==> src/rtl/lpc_sink_ram_fill_ctrl.sv <==
// Ping-pong fill controller: streams samples into the two halves of the sink RAM via port s2.
// Optional dropped-sample counter enabled by defining LPC_SINK_OVF_CNT_EN.
module lpc_sink_ram_fill_ctrl #(
  parameter int unsigned ADDR_W    = 11,
  parameter int unsigned DATA_W    = 16,
  parameter int unsigned FRAME_LEN = 1024,
  parameter int unsigned CNT_W     = 16
) (
  input  logic              clk,
  input  logic              reset,
  input  logic              enable,
  input  logic              in_valid,
  input  logic [DATA_W-1:0] in_data,
  output logic              in_ready,
  input  logic              frame_ack,
  input  logic              ack_half,
  output logic              frame_done,
  output logic              done_half,
  output logic [1:0]        pending,
  output logic              overflow,
  output logic [CNT_W-1:0]  ovf_count,
  output logic              ram_chipselect,
  output logic              ram_write,
  output logic [ADDR_W-1:0] ram_address,
  output logic [DATA_W-1:0] ram_writedata,
  output logic [1:0]        ram_byteenable
);

  localparam int unsigned IDX_W = $clog2(FRAME_LEN);
  localparam logic [IDX_W-1:0] IdxLast = IDX_W'(FRAME_LEN - 1);

  typedef enum logic [1:0] {StIdle, StFill, StStall} state_e;

  state_e              state_q, state_d;
  logic                cur_q, cur_d;
  logic [IDX_W-1:0]    idx_q, idx_d;
  logic [1:0]          pending_q, pending_d;
  logic                overflow_q, overflow_d;
  logic                frame_done_q, frame_done_d;
  logic                done_half_q, done_half_d;
  logic                ram_write_q, ram_write_d;
  logic [ADDR_W-1:0]   ram_address_q, ram_address_d;
  logic [DATA_W-1:0]   ram_writedata_q, ram_writedata_d;
  logic                can_fill, accept, drop, ovf_clr, other_half;

  assign in_ready = enable;

  always_comb begin
    state_d         = state_q;
    cur_d           = cur_q;
    idx_d           = idx_q;
    pending_d       = pending_q;
    overflow_d      = overflow_q;
    frame_done_d    = 1'b0;
    done_half_d     = done_half_q;
    ram_write_d     = 1'b0;
    ram_address_d   = ram_address_q;
    ram_writedata_d = ram_writedata_q;
    ovf_clr         = 1'b0;
    other_half      = ~cur_q;

    // A stalled half that has just been released accepts in the same cycle.
    can_fill = (state_q == StFill) || ((state_q == StStall) && !pending_q[cur_q]);
    accept   = in_valid && in_ready && can_fill;
    drop     = in_valid && in_ready && (state_q == StStall) && pending_q[cur_q];

    if (frame_ack) pending_d[ack_half] = 1'b0;

    if (!enable) begin
      state_d = StIdle;
      idx_d   = '0;
    end else begin
      unique case (state_q)
        StIdle: begin
          ovf_clr = 1'b1;
          state_d = pending_q[cur_q] ? StStall : StFill;
        end
        StFill, StStall: begin
          if (accept) begin
            ram_write_d     = 1'b1;
            ram_address_d   = ADDR_W'({cur_q, idx_q});
            ram_writedata_d = in_data;
            state_d         = StFill;
            if (idx_q == IdxLast) begin
              idx_d              = '0;
              pending_d[cur_q]   = 1'b1;  // set wins over a same-half ack
              frame_done_d       = 1'b1;
              done_half_d        = cur_q;
              cur_d              = other_half;
              state_d            = pending_d[other_half] ? StStall : StFill;
            end else begin
              idx_d = idx_q + IDX_W'(1);
            end
          end else if (state_q == StStall && !pending_q[cur_q]) begin
            state_d = StFill;
          end
        end
        default: state_d = StIdle;
      endcase
    end

    if (ovf_clr) overflow_d = 1'b0;
    else if (drop) overflow_d = 1'b1;
  end

  always_ff @(posedge clk or posedge reset) begin
    if (reset) begin
      state_q         <= StIdle;
      cur_q           <= 1'b0;
      idx_q           <= '0;
      pending_q       <= '0;
      overflow_q      <= 1'b0;
      frame_done_q    <= 1'b0;
      done_half_q     <= 1'b0;
      ram_write_q     <= 1'b0;
      ram_address_q   <= '0;
      ram_writedata_q <= '0;
    end else begin
      state_q         <= state_d;
      cur_q           <= cur_d;
      idx_q           <= idx_d;
      pending_q       <= pending_d;
      overflow_q      <= overflow_d;
      frame_done_q    <= frame_done_d;
      done_half_q     <= done_half_d;
      ram_write_q     <= ram_write_d;
      ram_address_q   <= ram_address_d;
      ram_writedata_q <= ram_writedata_d;
    end
  end

`ifdef LPC_SINK_OVF_CNT_EN
  logic [CNT_W-1:0] ovf_cnt_q, ovf_cnt_d;

  always_comb begin
    ovf_cnt_d = ovf_cnt_q;
    if (ovf_clr) ovf_cnt_d = '0;
    else if (drop && ovf_cnt_q != '1) ovf_cnt_d = ovf_cnt_q + CNT_W'(1);
  end

  always_ff @(posedge clk or posedge reset) begin
    if (reset) ovf_cnt_q <= '0;
    else       ovf_cnt_q <= ovf_cnt_d;
  end

  assign ovf_count = ovf_cnt_q;
`else
  assign ovf_count = '0;
`endif

  assign frame_done     = frame_done_q;
  assign done_half      = done_half_q;
  assign pending        = pending_q;
  assign overflow       = overflow_q;
  assign ram_chipselect = ram_write_q;
  assign ram_write      = ram_write_q;
  assign ram_address    = ram_address_q;
  assign ram_writedata  = ram_writedata_q;
  assign ram_byteenable = 2'b11;

endmodule
==> config.mk <==
export PLATFORM = sky130hd
export DESIGN_NAME = lpc_sink_ram_fill_ctrl
export DESIGN_NICKNAME = d
export VERILOG_FILES = /design/src/rtl/lpc_sink_ram_fill_ctrl.sv
export SDC_FILE = /design/constraint.sdc
export NUM_CORES = 1
export LEC_CHECK = 0
export BUFFER_PORTS_ARGS = -buffer_cell sky130_fd_sc_hd__buf_4
export CORE_ASPECT_RATIO = 1.5
export CORE_MARGIN = 1
export CORE_UTILIZATION = 40
export DETAILED_ROUTE_END_ITERATION = 10
export GPL_TIMING_DRIVEN = 0
export PLACE_DENSITY = 0.64
export RECOVER_POWER = 100
export SLEW_MARGIN = 20
export SYNTH_ARGS = -nofsm -noshare
export SYNTH_HDL_FRONTEND = slang
export SYNTH_SLANG_ARGS = --single-unit
==> constraint.sdc <==
create_clock -name clk -period 2.4 [get_ports clk]
set_input_delay 0.48 -clock clk [delete_from_list [all_inputs] [get_ports clk]]
set_output_delay 0.48 -clock clk [all_outputs]
set_load 0.01 [all_outputs]
**Yosys cells after proc, flatten, opt, wreduce, memory -nomap -nowiden**

Index checks and enable logic that the tools add are counted.
Widths: inputs -> output; s select.

- Output and inout port bits: 53
- Register bits after elaboration: 46
- Memory bits (read-only): 0
- Memories kept: 0
- RAM bits: 0
- Bits in latches: 0

- Magnitude comparators: 5
- Shift-type cells: 0
- Div/mod/pow operators: 0
- Equal/unequal tests: 6
- Mux-type cells: 35
- Add/subtract/negate cells: 1
- Multipliers: 0
- Reduce and logical (&&, ||, !) cells: 15
- Bitwise operators: 4

Operators by type and width:

| cell | count |
|---|---|
| $mux 10 | 4 |
| $mux 2 | 11 |
| $mux 1 | 17 |
| $add 10x1->10 const B | 1 |
| $eq 10x10->1 const B | 1 |
| $logic_and 1x1->1 | 7 |
| $lt 1x2->1 const B | 3 |
| $ne 2x1->1 const B | 2 |
| $ne 4x4->1 const B | 1 |
| $pmux 2 s2 | 1 |
| $reduce_and 4->1 | 1 |
| $reduce_and 3->1 | 1 |
| $and 2x2->2 | 1 |
| $demux 1 s1 | 2 |
| $eq 2x1->1 const B | 1 |
| $eq 2x2->1 const B | 1 |
| $ge 1x1->1 const B | 2 |
| $logic_not 2->1 | 1 |
| $not 2->2 | 1 |
| $or 2x2->2 | 1 |
| $reduce_and 2->1 | 1 |
| $reduce_bool 2->1 | 1 |
| $reduce_or 2->1 | 1 |
| $logic_not 1->1 | 1 |
| 2 further kinds | 2 |

**Logic depth before layout (Yosys ltp)**

Gate-level depths: netlist (run 1).

- Word-level depth: 15
- Depth in mapped cells: 9
- Mapped depth without buffers: 7

**Worst setup path before layout (run 1)**

Ideal clock, no wire load.

- Path type: register to register
- From: register state_q[0]
- To: register ram_address_q[0] (netlist: ram_address[0])
- Library setup time: 0.125 ns
- Data arrival time: 1.752 ns
- Cell stages (with the launch flop): 9
- Setup slack: 0.523 ns
- Period minus slack after synthesis: 1.877 ns
- Path through: dfrtp_1 -> inv_1 -> ha_1 -> and3_1 -> a32o_2 -> buf_6 -> nand2_8 -> buf_4 -> mux2_2

- Word-level cells in the longest chain between the ends: 5

RTL lines:

| element | line | RTL |
|---|---|---|
| from (decl) | 34 | `state_e state_q, state_d;` |
| from (signal assigned) | 108 | `state_q <= StIdle;` |
| from (signal assigned) | 119 | `state_q <= state_d;` |
| $eq 2x2->1 | 63, 73 |  |
| $logic_and 1x1->1 | 63 | `can_fill = (state_q == StFill) \|\| ((state_q == StStall) && !pending_q[cur_q]);` |
| $logic_or 1x1->1 | 63 |  |
| $logic_and 1x1->1 | 64 | `accept = in_valid && in_ready && can_fill;` |
| $reduce_and 3->1 (no source line) (*) | - |  |
| to (signal assigned) | 127 | `ram_address_q <= ram_address_d;` |
| to (decl) | 42 | `logic [ADDR_W-1:0] ram_address_q, ram_address_d;` |

Mark *: on every way between the ends. The rest lies on a longest branch, timed or not.
A chain may end at the register's enable or synchronous reset.

**Worst setup path in the final report (run 1)**

- From: register state_q[0]
- To: register ram_writedata_q[10] (netlist: ram_writedata[10])

- Word-level cells in the longest chain between the ends: 5

RTL lines:

| element | line | RTL |
|---|---|---|
| $eq 2x2->1 | 63, 73 |  |
| $logic_and 1x1->1 | 63 |  |
| $logic_or 1x1->1 | 63 |  |
| $logic_and 1x1->1 | 64 |  |
| $reduce_and 3->1 (no source line) (*) | - |  |
| to (signal assigned) | 128 | `ram_writedata_q <= ram_writedata_d;` |
| to (decl) | 43 | `logic [DATA_W-1:0] ram_writedata_q, ram_writedata_d;` |

Marks and branches as above.

==> out/qor.csv, run 1 <==
stage,metric,value,unit
floorplanning,Die X,64.88,µm
global_routing,largest net degree at the start of global routing,35,
logic_synthesis,Ys Warns,0,
cells_and_area,layout cells sized above 1,27.54,%
logic_synthesis,number of flops mapped to enable cells by yosys,0,
clock_tree,Clock Sink Count,46,
logic_synthesis,"Cell Area, Synth",0.002372,mm²
floorplanning,# rows,34,
setup_path,Worst Setup End Kind,register,
routing,met1 WL,1875,µm
logic_synthesis,Synth Register Bits,46,
placed_design,hpwl dp,3394,µm
clock_tree,hold_buf cts,0,
routing,vias per cell,4.948,
floorplanning,Initial Util,41.31,%
floorplanning,IO Pins,75,
cells_and_area,nets,302,
pwr,total chip power,2.085,mW
logic_synthesis,Syn Area/Cell,12.17,µm²
timing,RSZ-0062 raised after global routing,no,
run_status,outcome,completed,
routing,ANT nets after route,0,
timing,TNS Setup,0,ns
logic_synthesis,top_reg_cell synth,dfrtp_1,
routing,DR WL met3,159,µm
cells_and_area,fill count,570,
timing,Fin. Hold Viols,0,
hold_path,Hold Crit Class,input port to asynchronous set/reset pin,
pwr,Psw,0.6432,mW
logic_synthesis,Syn Inst Count,195,
clock_tree,CTS tree,yes,
cells_and_area,"most common cell after layout, fill and taps aside",dfrtp_1,
setup_path,Reg2Reg Capture Point,ram_writedata[10]$_DFFE_PP0P_,
global_routing,first-pass GRT wire length,7672,µm
timing,Final Max Slew Viols,0,
logic_synthesis,asr flop ratio synth,100.0,%
global_routing,vias in the first global route,1679,
pwr,Logic pwr share,26.5,%
clock_tree,CTS H-tree lvls,2,
timing,Hold WS,0.2050,ns
clock_tree,PostCTS Resize Cnt,0,
pwr,leak pwr,1.391,nW
pwr,worst vdd ir,335.4,µV
timing,Tcrit/Tclk final,88.27,%
setup_path,r2r setup slk,0.28,ns
global_routing,grt ovf,0,
pwr,clock share of power,26.3,%
routing,Iter 0 DRT Violations,48,
placed_design,PortBufs,56,
clock_tree,Clock Tree Root,clkbuf_8,
cells_and_area,most frequent cells in the layout,"46 x dfrtp_1, 41 x buf_4, 36 x clkbuf_1",
setup_path,Arrival @ worst endpoint,2.30,ns
timing,Rel. slew slack,45.31,%
setup_path,WS Path Type,register to register,
clock_tree,clock slew at reported path FFs,0.09,ns
pwr,sequential share of power,47.2,%
clock_tree,total setup buffers inserted after CTS,0,
clock_tree,Max clock buf depth,2,
routing,DR WL met2,2435,µm
setup_path,Worst R2R Start,state_q[0]$_DFFE_PP0P_,
floorplanning,Core Area,0.005743,mm²
timing,clk_skew,0.004438,ns
global_routing,GRT Total Usage,15.92,%
setup_path,CP startpoint kind,register,
routing,Final Routed Wirelength,4535,µm
cells_and_area,n_diodes,0,
logic_synthesis,"Seq/Total Area, Yosys",48.52,%
pwr,internal power,1.442,mW
clock_tree,Inserted Clock Buffers,5,
timing,final setup vio count,0,
floorplanning,DIE AREA,0.006249,mm²
flow_run,maxcap violations,0,
logic_synthesis,number of distinct library cells after synthesis,47,
clock_tree,clock latency on the worst-skew pair,0.29,ns
setup_path,"Max FO, Critical Path",10,
pwr,Power Dens Cells,728.3,mW/mm²
pwr,sw frac,30.85,%
timing,Least-Margin Pin Slew,0.8203,ns
placed_design,DP Worst Slack,0.3650,ns
placed_design,Final GP Congestion,0.8048,
routing,DRT Pass-1 Iters,4,
routing,number of remaining DRC errors,0,
cells_and_area,Layout area overhead,20.68,%
routing,routed len/inst,13.03,µm
global_routing,initial antenna violation count,0,
setup_path,Worst EP required,2.58,ns
floorplanning,Die H,96.32,µm
setup_path,worst reg-to-reg path cell count,9,
routing,vias post-DR,1722,
timing,"Min Clock Period, post-route",2.119,ns
timing,Final WS setup,0.2814,ns
routing,uppermost routed layer,met4,
timing,Max Fclk,472.0,MHz
[worst max path at each step]
stage	start	endpoint	slack (ns)	cells past startpoint
3_5_place_dp	state_q[0]$_DFFE_PP0P_	ram_address[2]$_DFFE_PP0P_	0.37	8
6_report	state_q[0]$_DFFE_PP0P_	ram_writedata[10]$_DFFE_PP0P_	0.28	9
2_1_floorplan	state_q[0]$_DFFE_PP0P_	ram_address[0]$_DFFE_PP0P_	0.52	8
5_1_grt	state_q[0]$_DFFE_PP0P_	ram_writedata[10]$_DFFE_PP0P_	0.17	9
4_1_cts	state_q[0]$_DFFE_PP0P_	ram_address[2]$_DFFE_PP0P_	0.35	8
3_3_place_gp	reset	cur_q$_DFFE_PP0P_	0.18	2
[cell type report]
cell class,count,area [µm²],share of cell area [%]
Timing Repair Buffer,57,294.0,10.27
Tap cell,72,90.09,3.147
Buffer,27,211.5,7.386
Sequential cell,46,1151,40.21
Clock buffer,8,110.1,3.846
Inverter,9,35.03,1.224
Multi-Input combinational cell,129,970.9,33.92
[cell families (layout without fill, tap and decap cells)]
logic type	after synthesis	in the layout	share of synthesized area [%]
AND/OR/NAND/NOR	39	39	9.546
AO/OA/AOI/OAI	35	35	10.55
buffers and inverters	36	101	10.44
adder cells (fa/ha/maj)	5	5	2.637
multiplexers	31	31	17.62
other	2	18	0.3166
flip-flops	46	46	48.52
XOR/XNOR	1	1	0.3693
[power groups by stage]
| stage | Clock (mW) | Combinational (mW) | Sequential [mW] |
|---|---|---|---|
| 2_1_floorplan | 0 | 0.404 | 1.06 |
| 3_3_place_gp | 0 | 0.756 | 1.01 |
| 4_1_cts | 0.564 | 0.775 | 0.997 |
| 5_1_grt | 0.599 | 0.624 | 1.01 |
| 3_5_place_dp | 0 | 0.774 | 1.01 |
| 6_report | 0.549 | 0.553 | 0.983 |
[sequential cells by signal, indices dropped and copies added, names as in the netlist]
signal          count
ram_address        11
ram_chipselect      1
overflow            1
done_half           1
cur_q               1
frame_done          1
idx_q              10
state_q             2
pending             2
ram_writedata      16
[stage by stage]
stage / instance area [µm²] / cells / util, %
after floorplan: 2432 / 211 / -
after global placement: 2943 / 339 / 51.24
after detailed placement: 2963 / 340 / 51.59
after CTS: 3073 / 348 / 53.51
after global routing: 2863 / 348 / 49.85
final: 2863 / 348 / 49.85
[per-layer routing]
| metal | vias to the layer above | global-route usage (%) |
|---|---|---|
| li1 | 828 | - |
| met1 | 848 | 18.43 |
| met2 | 41 | 28.56 |
| met3 | 5 | 2.607 |
| met4 | 0 | 6.852 |
| met5 | - | 0 |
[synthesized netlist by cell type (3+ instances only)]
library cell	count	area, µm²
nand4_1	4	25.02
nand3_1	5	25.02
a21oi_1	6	30.03
buf_6	4	45.04
nor2_1	4	15.01
nand2_1	10	37.54
o21ai_0	11	55.05
mux2_4	16	240.2
nor4_1	3	18.77
mux2_2	12	135.1
ha_1	5	62.56
buf_4	21	157.7
inv_1	8	30.03
dfrtp_1	46	1151
[worst max-delay path, stage by stage (launching register included)]
cell,delay (ns)
dfrtp_1,0.38
inv_1,0.08
ha_1,0.22
and3_1,0.22
a32o_2,0.24
buf_6,0.15
nand2_8,0.09
clkinvlp_2,0.13
buf_6,0.18
mux2_1,0.32
No activity file was read; power rests on OpenSTA's default activity.
==> run 2: changes to the inputs <==
MAX_ROUTING_LAYER = met4   (was default)
==> out/qor.csv, run 2 (synthesis gave the netlist of run 1 again) <==
stage,metric,value,unit,change
global_routing,first-pass GRT wire length,7672,µm,unchanged
clock_tree,Clock Sink Count,46,,unchanged
floorplanning,Die H,96.32,µm,unchanged
cells_and_area,nets,302,,unchanged
timing,Fin. Hold Viols,0,,unchanged
clock_tree,total setup buffers inserted after CTS,0,,unchanged
setup_path,Worst R2R Start,state_q[0]$_DFFE_PP0P_,,
placed_design,placed cell count,340,,unchanged
clock_tree,Clock Tree Root,clkbuf_8,,
setup_path,Worst path slowest cell,dfrtp_1,,
timing,TNS Setup,0,ns,unchanged
setup_path,"Max FO, Critical Path",10,,unchanged
cells_and_area,most frequent cells in the layout,"46 x dfrtp_1, 41 x buf_4, 36 x clkbuf_1",,
floorplanning,# rows,34,,unchanged
routing,Final Routed Wirelength,4565,µm,+0.66%
setup_path,CP max stage delay,0.38,ns,about the same
floorplanning,IO Pins,75,,unchanged
cells_and_area,final non-filler cell total,348,,unchanged
routing,vias post-DR,1717,,-0.29%
routing,vias per cell,4.934,,-0.29%
routing,routed len/inst,13.12,µm,+0.66%
timing,clk_skew,0.005381,ns,+0.0009430 ns
timing,Final Max Slew Viols,0,,unchanged
clock_tree,CTS tree,yes,,
setup_path,critical path depth,9,,unchanged
setup_path,Arrival @ worst endpoint,2.30,ns,about the same
global_routing,largest net degree at the start of global routing,35,,unchanged
routing,ANT nets after route,0,,unchanged
placed_design,PortBufs,56,,unchanged
setup_path,Worst EP required,2.58,ns,about the same
cells_and_area,n_diodes,0,,unchanged
clock_tree,clock slew at reported path FFs,0.09,ns,about the same
global_routing,vias in the first global route,1679,,unchanged
timing,RSZ-0062 raised after global routing,no,,
global_routing,initial antenna violation count,0,,unchanged
floorplanning,Initial Util,41.31,%,unchanged
placed_design,DP Worst Slack,0.3650,ns,unchanged
placed_design,Final GP Congestion,0.8165,,+1.5%
setup_path,r2r setup slk,0.28,ns,about the same
run_status,outcome,completed,,
global_routing,grt ovf,0,,unchanged
timing,Max Fclk,471.2,MHz,-0.18%
setup_path,Reg2Reg Capture Point,ram_writedata[10]$_DFFE_PP0P_,,
pwr,total chip power,2.082,mW,-0.16%
clock_tree,hold_buf cts,0,,unchanged
timing,Least-Margin Pin Slew,0.8228,ns,+0.002538 ns
timing,Rel. slew slack,45.15,%,-0.17 points
cells_and_area,max FFs per register,16,,unchanged
timing,"Min Clock Period, post-route",2.122,ns,+0.003783 ns
timing,Final WS setup,0.2776,ns,-0.003783 ns
clock_tree,Inserted Clock Buffers,5,,unchanged
setup_path,Top Family by Delay on Critical Path,buffers and inverters,,
setup_path,Worst Path Buf+Inv,4,,unchanged
setup_path,WS Path Type,register to register,,
floorplanning,Die X,64.88,µm,unchanged
flow_run,maxcap violations,0,,unchanged
pwr,Power Dens Cells,727.1,mW/mm²,-0.16%
placed_design,hpwl dp,3394,µm,unchanged
floorplanning,DIE AREA,0.006249,mm²,unchanged
routing,Iter 0 DRT Violations,48,,unchanged
timing,Tcrit/Tclk final,88.43,%,+0.16 points
clock_tree,PostCTS Resize Cnt,0,,unchanged
pwr,leak pwr,1.391,nW,unchanged
setup_path,worst reg-to-reg path cell count,9,,unchanged
cells_and_area,layout cells sized above 1,27.54,%,unchanged
hold_path,Hold Crit Class,input port to asynchronous set/reset pin,,
clock_tree,CTS H-tree lvls,2,,unchanged
routing,number of remaining DRC errors,0,,unchanged
floorplanning,Core Area,0.005743,mm²,unchanged
clock_tree,Max clock buf depth,2,,unchanged
setup_path,Worst Setup End Kind,register,,
routing,DRT Pass-1 Iters,4,,unchanged
cells_and_area,design area,0.002863,mm²,unchanged
setup_path,critical path's most frequent cell,buf_6,,
cells_and_area,Layout area overhead,20.68,%,unchanged
setup_path,CP startpoint kind,register,,
cells_and_area,"most common cell after layout, fill and taps aside",dfrtp_1,,
setup_path,critical-path cell list,"inv_1, ha_1, and3_1, a32o_2, buf_6, nand2_8, clkinvlp_2, buf_6, mux2_1",,
global_routing,GRT Total Usage,16.40,%,+0.49 points
pwr,worst vdd ir,335.8,µV,+0.10%
placed_design,Post-DP Area,0.002963,mm²,unchanged
timing,final setup vio count,0,,unchanged
clock_tree,clock latency on the worst-skew pair,0.30,ns,about the same
-- run 2: cell counts in the layout (fill, tap and decap cells not counted) --
Identical to the previous run, type by type.
-- run 2: worst max-delay path by stage --
stage / from / to
2_1_floorplan: state_q[0]$_DFFE_PP0P_ / ram_address[0]$_DFFE_PP0P_
3_3_place_gp: reset / cur_q$_DFFE_PP0P_
3_5_place_dp: state_q[0]$_DFFE_PP0P_ / ram_address[2]$_DFFE_PP0P_
4_1_cts: state_q[0]$_DFFE_PP0P_ / ram_address[2]$_DFFE_PP0P_
5_1_grt: state_q[0]$_DFFE_PP0P_ / ram_writedata[10]$_DFFE_PP0P_
6_report: state_q[0]$_DFFE_PP0P_ / ram_writedata[10]$_DFFE_PP0P_
-- run 2: cell type report --
| class | instances | area, µm² |
|---|---|---|
| Buffer | 27 | 211.5 |
| Clock buffer | 8 | 110.1 |
| Fill cell | 570 | 2880 |
| Inverter | 9 | 35.03 |
| Multi-Input combinational cell | 129 | 970.9 |
| Sequential cell | 46 | 1151 |
| Tap cell | 72 | 90.09 |
| Timing Repair Buffer | 57 | 294.0 |
-- run 2: worst register-to-register path, cell delays in order (launching register included) --
cell and delay, ns:
dfrtp_1 0.38, inv_1 0.08, ha_1 0.22, and3_1 0.22, a32o_2 0.24, buf_6 0.15
nand2_8 0.09, clkinvlp_2 0.13, buf_6 0.18, mux2_1 0.32
-- run 2: per-stage QoR --
step	hold WS (ns)	util, %
final	0.2054	49.85
after global placement	0.4939	51.24
after global routing	0.2510	49.85
after floorplan	0.4561	-
after CTS	0.1408	53.51
after detailed placement	0.4621	51.59
-- run 2: where the power goes --
| group | switching (mW) | internal (mW) | total (mW) |
|---|---|---|---|
| sequential | 0.0698 | 0.913 | 0.983 |
| combinational | 0.316 | 0.237 | 0.553 |
| clock | 0.254 | 0.291 | 0.545 |
-- run 2: routing by layer --
metal / up-vias / global-route usage (%) / wire (µm)
li1: 825 / - / -
met1: 848 / 18.43 / 1897
met2: 39 / 28.65 / 2448
met3: 5 / 2.607 / 156
met4: 0 / 6.852 / 63
met5: - / - / 0
